[src/rtl/hazard_stall_unit.sv]
// Load-use stall and branch/jump flush controller for the ID stage of a 5-stage MIPS pipeline.
// Stalls freeze PC and IF/ID and inject an ID/EX bubble; taken branches/jumps flush IF/ID.
module hazard_stall_unit #(
    parameter int LOAD_STALL_CYCLES = 1,
    parameter int CNT_W             = 16
) (
    input  logic             clk,
    input  logic             rst,
    input  logic [4:0]       id_Rs,
    input  logic [4:0]       id_Rt,
    input  logic             id_uses_Rt,
    input  logic             ex_memRead,
    input  logic [4:0]       ex_Rt,
    input  logic             branch_taken,
    input  logic             jump,
    output logic             pcWrite,
    output logic             ifIdWrite,
    output logic             ifIdFlush,
    output logic             idExBubble,
    output logic [CNT_W-1:0] stall_count,
    output logic [CNT_W-1:0] flush_count
);

    localparam int CW = (LOAD_STALL_CYCLES < 2) ? 1 : $clog2(LOAD_STALL_CYCLES + 1);

    typedef enum logic {IDLE, STALL} state_t;

    state_t           state_q, state_d;
    logic [CW-1:0]    cnt_q, cnt_d;
    logic [CNT_W-1:0] stall_count_q, stall_count_d;
    logic [CNT_W-1:0] flush_count_q, flush_count_d;
    logic             hazard;
    logic             stall_active;
    logic             flush;

    // $zero is never a real producer, so a load to r0 cannot create a hazard.
    assign hazard = ex_memRead && (ex_Rt != 5'd0) &&
                    ((ex_Rt == id_Rs) || (id_uses_Rt && (ex_Rt == id_Rt)));

    assign stall_active = (state_q == STALL) || hazard;
    assign flush        = (branch_taken || jump) && !stall_active;

    always_comb begin
        state_d = state_q;
        cnt_d   = cnt_q;
        case (state_q)
            IDLE: begin
                if (hazard && (LOAD_STALL_CYCLES > 1)) begin
                    state_d = STALL;
                    cnt_d   = CW'(LOAD_STALL_CYCLES - 1);
                end
            end
            STALL: begin
                cnt_d = cnt_q - 1'b1;
                if (cnt_q == CW'(1)) state_d = IDLE;
            end
            default: state_d = IDLE;
        endcase
    end

    always_comb begin
        stall_count_d = stall_count_q;
        flush_count_d = flush_count_q;
        if (stall_active && (stall_count_q != '1)) stall_count_d = stall_count_q + 1'b1;
        if (flush && (flush_count_q != '1))        flush_count_d = flush_count_q + 1'b1;
    end

    always_ff @(posedge clk) begin
        if (rst) begin
            state_q       <= IDLE;
            cnt_q         <= '0;
            stall_count_q <= '0;
            flush_count_q <= '0;
        end else begin
            state_q       <= state_d;
            cnt_q         <= cnt_d;
            stall_count_q <= stall_count_d;
            flush_count_q <= flush_count_d;
        end
    end

    // Reset overrides everything so the pipeline free-runs while held in reset.
    always_comb begin
        pcWrite    = 1'b1;
        ifIdWrite  = 1'b1;
        ifIdFlush  = 1'b0;
        idExBubble = 1'b0;
        if (!rst) begin
            pcWrite    = !stall_active;
            ifIdWrite  = !stall_active;
            ifIdFlush  = flush;
            idExBubble = stall_active;
        end
    end

    assign stall_count = stall_count_q;
    assign flush_count = flush_count_q;

endmodule

[config.mk]
export PLATFORM = sky130hd
export DESIGN_NAME = hazard_stall_unit
export DESIGN_NICKNAME = d
export VERILOG_FILES = /design/src/rtl/hazard_stall_unit.sv
export SDC_FILE = /design/constraint.sdc
export NUM_CORES = 1
export LEC_CHECK = 0
export CAP_MARGIN = 5
export CELL_PAD_IN_SITES_DETAIL_PLACEMENT = 0
export CELL_PAD_IN_SITES_GLOBAL_PLACEMENT = 1
export CORE_MARGIN = 2
export CORE_UTILIZATION = 31
export CTS_BUF_LIST = sky130_fd_sc_hd__clkbuf_16
export CTS_CLUSTER_SIZE = 8
export DETAILED_ROUTE_END_ITERATION = 10
export HOLD_SLACK_MARGIN = 0.06
export PLACE_DENSITY_LB_ADDON = 0.1
export SETUP_SLACK_MARGIN = 0.15
export SLEW_MARGIN = 30
export SYNTH_ARGS = -nofsm -noshare
export SYNTH_HDL_FRONTEND = slang
export SYNTH_SLANG_ARGS = --single-unit
export TNS_END_PERCENT = 100
[constraint.sdc]
create_clock -name clk -period 2.2 [get_ports clk]
set_clock_uncertainty 0.05 [all_clocks]
set_input_delay 0.44 -clock clk [delete_from_list [all_inputs] [get_ports clk]]
set_output_delay 0.44 -clock clk [all_outputs]
set_load 0.005 [all_outputs]
### Yosys cells after proc, flatten, opt, wreduce, memory -nomap -nowiden

Cells that the tools add are included.

| word-level totals | value |
|---|---|
| logic and storage cells | 28 |
| bits in registers | 34 |
| bits of input ports | 21 |

| cells by class | value |
|---|---|
| mux-type cells | 4 |
| eq/ne operators | 4 |
| add/subtract/negate cells | 3 |
| reductions and logical operators | 12 |
| bitwise logic cells | 1 |

Operator list:

| kind | number |
|---|---|
| adder 16 x 1 -> 16 bit, second input constant | 2 |
| != test 16 bit, second input constant | 2 |
| == test 5 bit | 2 |
| logical AND 1 bit | 6 |
| nonzero test 5 bit | 1 |
| two-way mux 1 bit | 4 |
| logical OR 1 bit | 3 |
| OR reduction 2 bit | 1 |
| zero test 1 bit | 1 |
| inverter 1 bit | 1 |
| subtractor 1 bit, second input constant | 1 |

### Depth between registers and ports, before layout

Gate-level depths: netlist of run 1.

| depth | value |
|---|---|
| depth after elaboration | 8 |
| gate-level depth with buffers | 9 |
| gate-level depth less buffers | 7 |

### Worst setup path before layout of run 1

No wires, ideal clock.

| timing path | value |
|---|---|
| path type | in2out |
| from | in ex_Rt[1] |
| to | out pcWrite |
| arrival | 1.712 ns |
| setup slack | -0.002 ns |
| cell stages on the path | 5 |
| data required time | 1.710 ns |
| cells stage by stage | or4_4 > o21a_1 > a21oi_1 > or2_2 > buf_4 |

| on the way | value |
|---|---|
| cells in the longest elaborated chain, start to end | 7 |
| elaborated cells between the ends (all ways) | 10 |
| those cells by class | eq/ne (2); mux (1); reduce/logical (7) |

RTL lines:

| element | RTL line | source |
|---|---|---|
| from (decl) | 13 | `input logic [4:0] ex_Rt,` |
| == test 5 bit | 38 | `((ex_Rt == id_Rs) \|\| (id_uses_Rt && (ex_Rt == id_Rt)));` |
| logical AND 1 bit | 38 |  |
| logical OR 1 bit | 38 |  |
| logical AND 1 bit (*) | 37 | `assign hazard = ex_memRead && (ex_Rt != 5'd0) &&` |
| logical OR 1 bit (*) | 40 | `assign stall_active = (state_q == STALL) \|\| hazard;` |
| zero test 1 bit (*) | - |  |
| two-way mux 1 bit (*) | - |  |
| to (decl) | 16 | `output logic pcWrite,` |

Mark *: on every way between the ends. The rest lies on a longest branch, timed or not.

### Worst setup path in the final report of run 1

| timing path | value |
|---|---|
| from | in ex_Rt[3] |
| to | reg stall_count_q[14] (netlist: stall_count[14]) |

| on the way | value |
|---|---|
| cells in the longest elaborated chain, start to end | 6 |
| elaborated cells between the ends (all ways) | 9 |
| those cells by class | eq/ne (2); reduce/logical (7) |

RTL lines:

| element | RTL line | source |
|---|---|---|
| == test 5 bit | 38 |  |
| logical AND 1 bit | 38 |  |
| logical OR 1 bit | 38 |  |
| logical AND 1 bit (*) | 37 |  |
| logical OR 1 bit (*) | 40 |  |
| logical AND 1 bit (*) | 64 | `if (stall_active && (stall_count_q != '1)) stall_count_d = stall_count_q + 1'b1;` |
| to (signal assigned) | 77 | `stall_count_q <= stall_count_d;` |
| to (decl) | 30 | `logic [CNT_W-1:0] stall_count_q, stall_count_d;` |

Marks and branches as above.
A chain may end at the register's enable or synchronous reset.

==> results of run 1 <==
worst max path at each step:
stage                     startpoint               to
final                       ex_Rt[3]  stall_count[14]
after global routing        ex_Rt[2]  stall_count[14]
after CTS                   ex_Rt[2]  stall_count[14]
after detailed placement    ex_Rt[2]       idExBubble
after global placement      ex_Rt[1]          pcWrite
after floorplan             ex_Rt[1]          pcWrite
sequential cells by signal (all words and copies together) (netlist names):
register and count:
stall_count 16, flush_count 16, state_q 1, cnt_q 1
final cells by class:
cell class	count	area (sq um)	share of cell area (%)
clock buffer	5	125	3.98
clock inverter	3	12.5	0.398
inverter	6	22.5	0.717
multi-input combinational	171	1270	40.3
sequential	34	684	21.8
tap	75	93.8	2.99
timing repair buffer	101	937	29.8
critical path: stages:
cell and delay [ps]:
buf_6 90, buf_6 110, xnor2_2 120, nand4_1 190
o22ai_4 200, a21oi_2 90, buf_4 140, buf_6 100
buf_6 100, buf_6 100, buf_6 100, buf_6 110
or4_4 470, a21oi_2 120
routing by layer:
layer,up-vias,share of wire (%),GRT usage (%),routed length (um)
met5,-,0,0,0
met2,34,50,28.9,2630
li1,1006,-,-,-
met1,924,46,22.0,2390
met4,0,0.59,4.07,31
met3,4,3.7,3.85,196
what timing repair did:
| item | 4_1_cts | 5_1_grt |
|---|---|---|
| gates resized for setup | 112 | 19 |
| setup endpoints to repair | 36 | 35 |
| setup buffers | 14 | 1 |
| pin swaps | 32 | 11 |
| endpoints found under the hold margin | 0 | 0 |
cells in the mapped netlist, drive strengths merged, types with 2 or more instances:
| cell | instances |
|---|---|
| nand3 | 12 |
| nor2b | 3 |
| xnor2 | 11 |
| a31oi | 2 |
| o31ai | 6 |
| nor4 | 3 |
| o21a | 2 |
| dfxtp | 34 |
| o21ai | 18 |
| a21oi | 23 |
| or3 | 16 |
| inv | 6 |
| or4 | 8 |
| buf | 5 |
| nand4 | 8 |
| or2 | 2 |
| mux2 | 2 |
| nand2 | 13 |
| ha | 2 |
| xor2 | 4 |
| a211oi | 3 |
| clkbuf | 3 |
| mux2i | 2 |
| nor2 | 19 |
power by group through the flow:
stage | combinational (mW) | clock [mW] | sequential [mW]
global placement | 0.185 | 0 | 0.640
global route | 0.257 | 0.698 | 0.627
floorplan | 0.0719 | 0 | 0.646
detailed placement | 0.186 | 0 | 0.640
finish | 0.237 | 0.656 | 0.627
CTS | 0.226 | 0.673 | 0.627
metrics by stage:
stage	worst slack [ps]	hold WS (ps)	power (mW)	std cells	cell area, sq um
3_5_place_dp	-717	388	0.826	372	2710
3_3_place_gp	-672	381	0.825	372	2710
6_report	-132	394	1.52	395	3140
2_1_floorplan	84.9	370	0.718	219	1870
5_1_grt	-215	424	1.58	395	3140
4_1_cts	-82.0	396	1.53	394	3060
kinds of logic (layout without fill, tap and decap cells):
kind of cell	Yosys count	count (layout)	synth area share, %
buffers and inverters	14	115	4.43
adder cells (fa/ha/maj)	2	2	1.34
flip-flops	34	34	36.6
AND/OR/NAND/NOR	90	90	27.4
AO/OA/AOI/OAI	60	60	20.8
multiplexers	4	4	2.49
XOR/XNOR	15	15	7.06
==> qor.yml, run 1 <==
arrival_ps: 2490
hold_start: "cnt_q"
clk_pin_slew_ps: 50
rsz0062_at_grt: "true"
p_leak_nw: 1.20
vdd_drop_max_v: 0.000299
min_path_cells: 1
clockBufferDepth: 2
drive_above_1_share_pct: 34.4
synth_nets: 242
grt-ovfl-total: 0
via_count: 1968
min_period_ps: 2330
numClockSinks: 34
worstReg2RegEnd: "flush_count[1]"
initialDrtViolationCount: 60
ys.warnings.count: 0
violations: "setup timing"
finalWorstSetupSlack_ps: -132
io_pins: 57
worstMarginPinSlew_ps: 333
hold_violations: 0
antenna_cells: 0
wirelength_um: 5250
antenna_found_initial: 0
rows: 28
die_area_sq_mm: 0.00664
ant_nets: 0
timing.fmax_mhz: 429
yosysTopAreaCellShare_pct: 36.6
die_h_um: 81.5
p_switching_uw: 353
yosys-top-cells-area: "dfxtp_1, a21oi_1, or3_1"
cts.htree.levels: 2
finalSetupViolations: 7
maxCapViolCount: 0
dr.pass1.iters: 4
initial_core_util_pct: 31.8
path_max_fanout: 4
grt_pass1_wl_um: 8790
final_nets: 342
cp-start-kind: "primary input"
post_drt_wl_per_cell_um: 13.3
ys.flop_type: "dfxtp_1"
drv_slew: 0
portBuffers: 56
ff2ff_path_depth: 7
clk_latency_ps: 270
final_cell_mix: "clkdlybuf4s50_1, dfxtp_1, buf_6, buf_4"
power_frac_seq_pct: 41.3
yosysSeqAreaShare_pct: 36.6
synth_area_sq_mm: 0.00186
clkPwrFrac_pct: 43.2
avgSynthCellArea_sq_um: 8.50
layout_commonest_cell: "clkdlybuf4s50_1"
globalplace.congestion: 0.721
reg2reg_from: "flush_count[4]"
crit_required_ps: 2360
cts_tree: "yes"
grt_start_max_net_pins: 31
critical_path_class: "in -> reg"
ys_seq_elements: 34
cp-end-kind: "register"
finalSetupTns_ps: -570
hold_buffers: 0
yosysUniqueCellTypes: 47
final.period_utilization_pct: 106
status: "finished with violations"
worstHoldEndpoint: "state_q"
detail_route.vias_per_cell: 4.98
post-route-drc-count: 0
hpwl_um: 3640
grt_use_total_pct: 17.0
cellPowerDensity_mw_per_mm2: 484
reg2reg_slack_ps: 180
postLayoutCoreUtil_pct: 53.7
die_w_um: 81.5
core_area_sq_mm: 0.00585
fill_cells: 533
netlist_instances: 219
synth_top_area_cell: "dfxtp_1"
swShare_pct: 23.2
grt_pass1_vias: 1870
maxSlewHeadroom_pct: 77.7
cts-root-buf: "clkbuf_16"
synth-edff-count: 0
area_growth_pct: 68.7
p_int_mw: 1.17
hp-class: "reg -> reg"
comb_power_share_pct: 15.6
numCtsBuffers: 5
async_reset_ff_share_pct: 0
Note: power is estimated with default switching activity, not from simulation.
==> inputs of run 2 (changes only) <==
--- a/config.mk
+++ b/config.mk
@@ -16,7 +16,7 @@
 export HOLD_SLACK_MARGIN = 0.06
 export PLACE_DENSITY_LB_ADDON = 0.1
 export SETUP_SLACK_MARGIN = 0.15
-export SLEW_MARGIN = 30
+export SLEW_MARGIN = 20
 export SYNTH_ARGS = -nofsm -noshare
 export SYNTH_HDL_FRONTEND = slang
 export SYNTH_SLANG_ARGS = --single-unit
==> results of run 2 <==
Final layout, timing and power as in run 1 (identical DEF).
==> inputs of run 3 (changes only) <==
--- a/config.mk
+++ b/config.mk
@@ -8,7 +8,6 @@
 export CAP_MARGIN = 5
 export CELL_PAD_IN_SITES_DETAIL_PLACEMENT = 0
 export CELL_PAD_IN_SITES_GLOBAL_PLACEMENT = 1
-export CORE_MARGIN = 2
 export CORE_UTILIZATION = 31
 export CTS_BUF_LIST = sky130_fd_sc_hd__clkbuf_16
 export CTS_CLUSTER_SIZE = 8
==> qor.yml, run 3 (same netlist as run 1, synthesis figures left out) <==
die_area_sq_mm: 0.00632  # -4.8%
cts.htree.levels: 2  # unchanged
antenna_cells: 0  # unchanged
post-route-drc-count: 0  # unchanged
postLayoutCoreUtil_pct: 58.0  # +4.3 points
final.period_utilization_pct: 101  # -5.4 points
cp-end-kind: "primary output"
final_cells: 394  # -0.25%
numCtsBuffers: 5  # unchanged
grt_pass1_wl_um: 8650  # -1.6%
cts-root-buf: "clkbuf_16"
timing.fmax_mhz: 452  # +5.4%
clk_latency_ps: 280  # about the same
critPathMaxStageDelay_ps: 530  # +60 ps
portBuffers: 56  # unchanged
wirelength_um: 5440  # +3.7%
path_max_fanout: 3  # -1
hold_violations: 0  # unchanged
cp-start-kind: "primary input"
p_leak_nw: 1.21  # +1.0%
rows: 27  # -3.6%
post_drt_wl_per_cell_um: 13.8  # +3.9%
final_nets: 344  # +0.58%
drv_slew: 0  # unchanged
hp-class: "reg -> reg"
rsz0062_at_grt: "true"
crit_path_frequent_cell: "buf_6"
finalWorstSetupSlack_ps: -13.5  # +119 ps
holdWs_ps: 393  # -1.16 ps
path_cells: "buf_6 -> or4_4 -> o21a_1 -> a21oi_2 -> or2_4 -> inv_2 -> buf_6"
arrival_ps: 1720  # -770 ps
final_cell_mix: "clkdlybuf4s50_1, buf_4, dfxtp_1, nor2_1, buf_6"
violations: "setup timing"
min_period_ps: 2210  # -119 ps
place_area_sq_mm: 0.00273  # +0.51%
die_w_um: 79.5  # -2.5%
cts_tree: "yes"
clockBufferDepth: 2  # unchanged
worstMarginPinSlew_ps: 375  # +42.2 ps
crit_family: "simple AND/OR/NAND/NOR gates"
vdd_drop_max_v: 0.000362  # +21%
detail_route.vias_per_cell: 5.05  # +1.3%
grt-ovfl-total: 0  # unchanged
place_ws_ps: -734  # -16.3 ps
via_count: 1988  # +1.0%
critical_path_class: "in -> out"
numClockSinks: 34  # unchanged
finalSetupViolations: 1  # -6
crit_required_ps: 1710  # -650 ps
antenna_found_initial: 0  # unchanged
hold_buffers: 0  # unchanged
initial_core_util_pct: 33.0  # +1.2 points
maxSlewHeadroom_pct: 74.8  # -2.8 points
hpwl_um: 3660  # +0.76%
slowest_stage: "or4_4"
io_pins: 57  # unchanged
critical_path_buf_inv_count: 3  # -5
drive_above_1_share_pct: 37.3  # +2.9 points
maxCapViolCount: 0  # unchanged
clk_pin_slew_ps: 60  # about the same
die_h_um: 79.5  # -2.5%
grt_start_max_net_pins: 28  # -9.7%
layout_commonest_cell: "clkdlybuf4s50_1"
globalplace.congestion: 0.798  # +11%
status: "finished with violations"
grt_pass1_vias: 1919  # +2.6%
finalSetupTns_ps: -13.5  # +556 ps
dp_cells: 373  # +0.27%
area_growth_pct: 75.8
grt_use_total_pct: 17.2  # +0.17 points
ant_nets: 0  # unchanged
core_area_sq_mm: 0.00564  # -3.6%
dr.pass1.iters: 4  # unchanged
final_area_sq_mm: 0.00327  # +4.2%
power_mw: 1.52  # -0.14%
initialDrtViolationCount: 31  # -48%
cellPowerDensity_mw_per_mm2: 464  # -4.1%
-- run 3: cell types whose count changed in the layout (fill, tap and decap cells not counted), sizes merged --
cell	delta
dlymetal6s2s	+1
clkinvlp	+1
dlygate4sd2	+4
buf	-8
clkdlybuf4s15	+4
inv	-1
clkbuf	+1
-- run 3: worst register-to-register path: stages (launching register included) --
cell and delay (ps):
dfxtp_2 360, ha_2 210, nand3_2 100, nor4_4 430
nor2_4 90, buf_4 140, a31oi_1 160, buf_4 160
xor2_1 140, nor2_1 50
-- run 3: final timing paths --
check	start	end	slack (ps)	cells past startpoint
max	ex_Rt[1]	idExBubble	-10	7
min	cnt_q	state_q	390	1
max reg2reg	stall_count[0]	stall_count[2]	180	9
min reg2reg	cnt_q	state_q	390	1
-- run 3: cell type report --
cell class | count | area [sq um]
well taps | 72 | 90.1
clock buffers | 5 | 125
multi-input cells | 171 | 1360
clock inverters | 3 | 16.3
inverters | 6 | 22.5
repair buffers | 103 | 975
fillers | 509 | 2370
flip-flops and latches | 34 | 688
-- run 3: layer usage --
layer	part of all wire, %	vias up	track usage (%)
met5	0	-	0
met4	0.74	0	3.45
met3	3.5	4	4.23
met2	51	36	30.0
met1	45	938	21.2
li1	-	1010	-
-- run 3: power breakdown --
group / switching [mW] / total (mW) / internal [mW]
Clock: 0.258 / 0.671 / 0.413
Combinational: 0.0943 / 0.218 / 0.123
Sequential: 0.00762 / 0.630 / 0.622
Total: 0.360 / 1.52 / 1.16
-- run 3: timing repair --
action | in CTS | in global routing
endpoints found under the setup margin | 36 | 36
buffers inserted | 4 | 7
gates cloned | 2 | 0
resized for setup | 58 | 70
pin swaps | 22 | 42
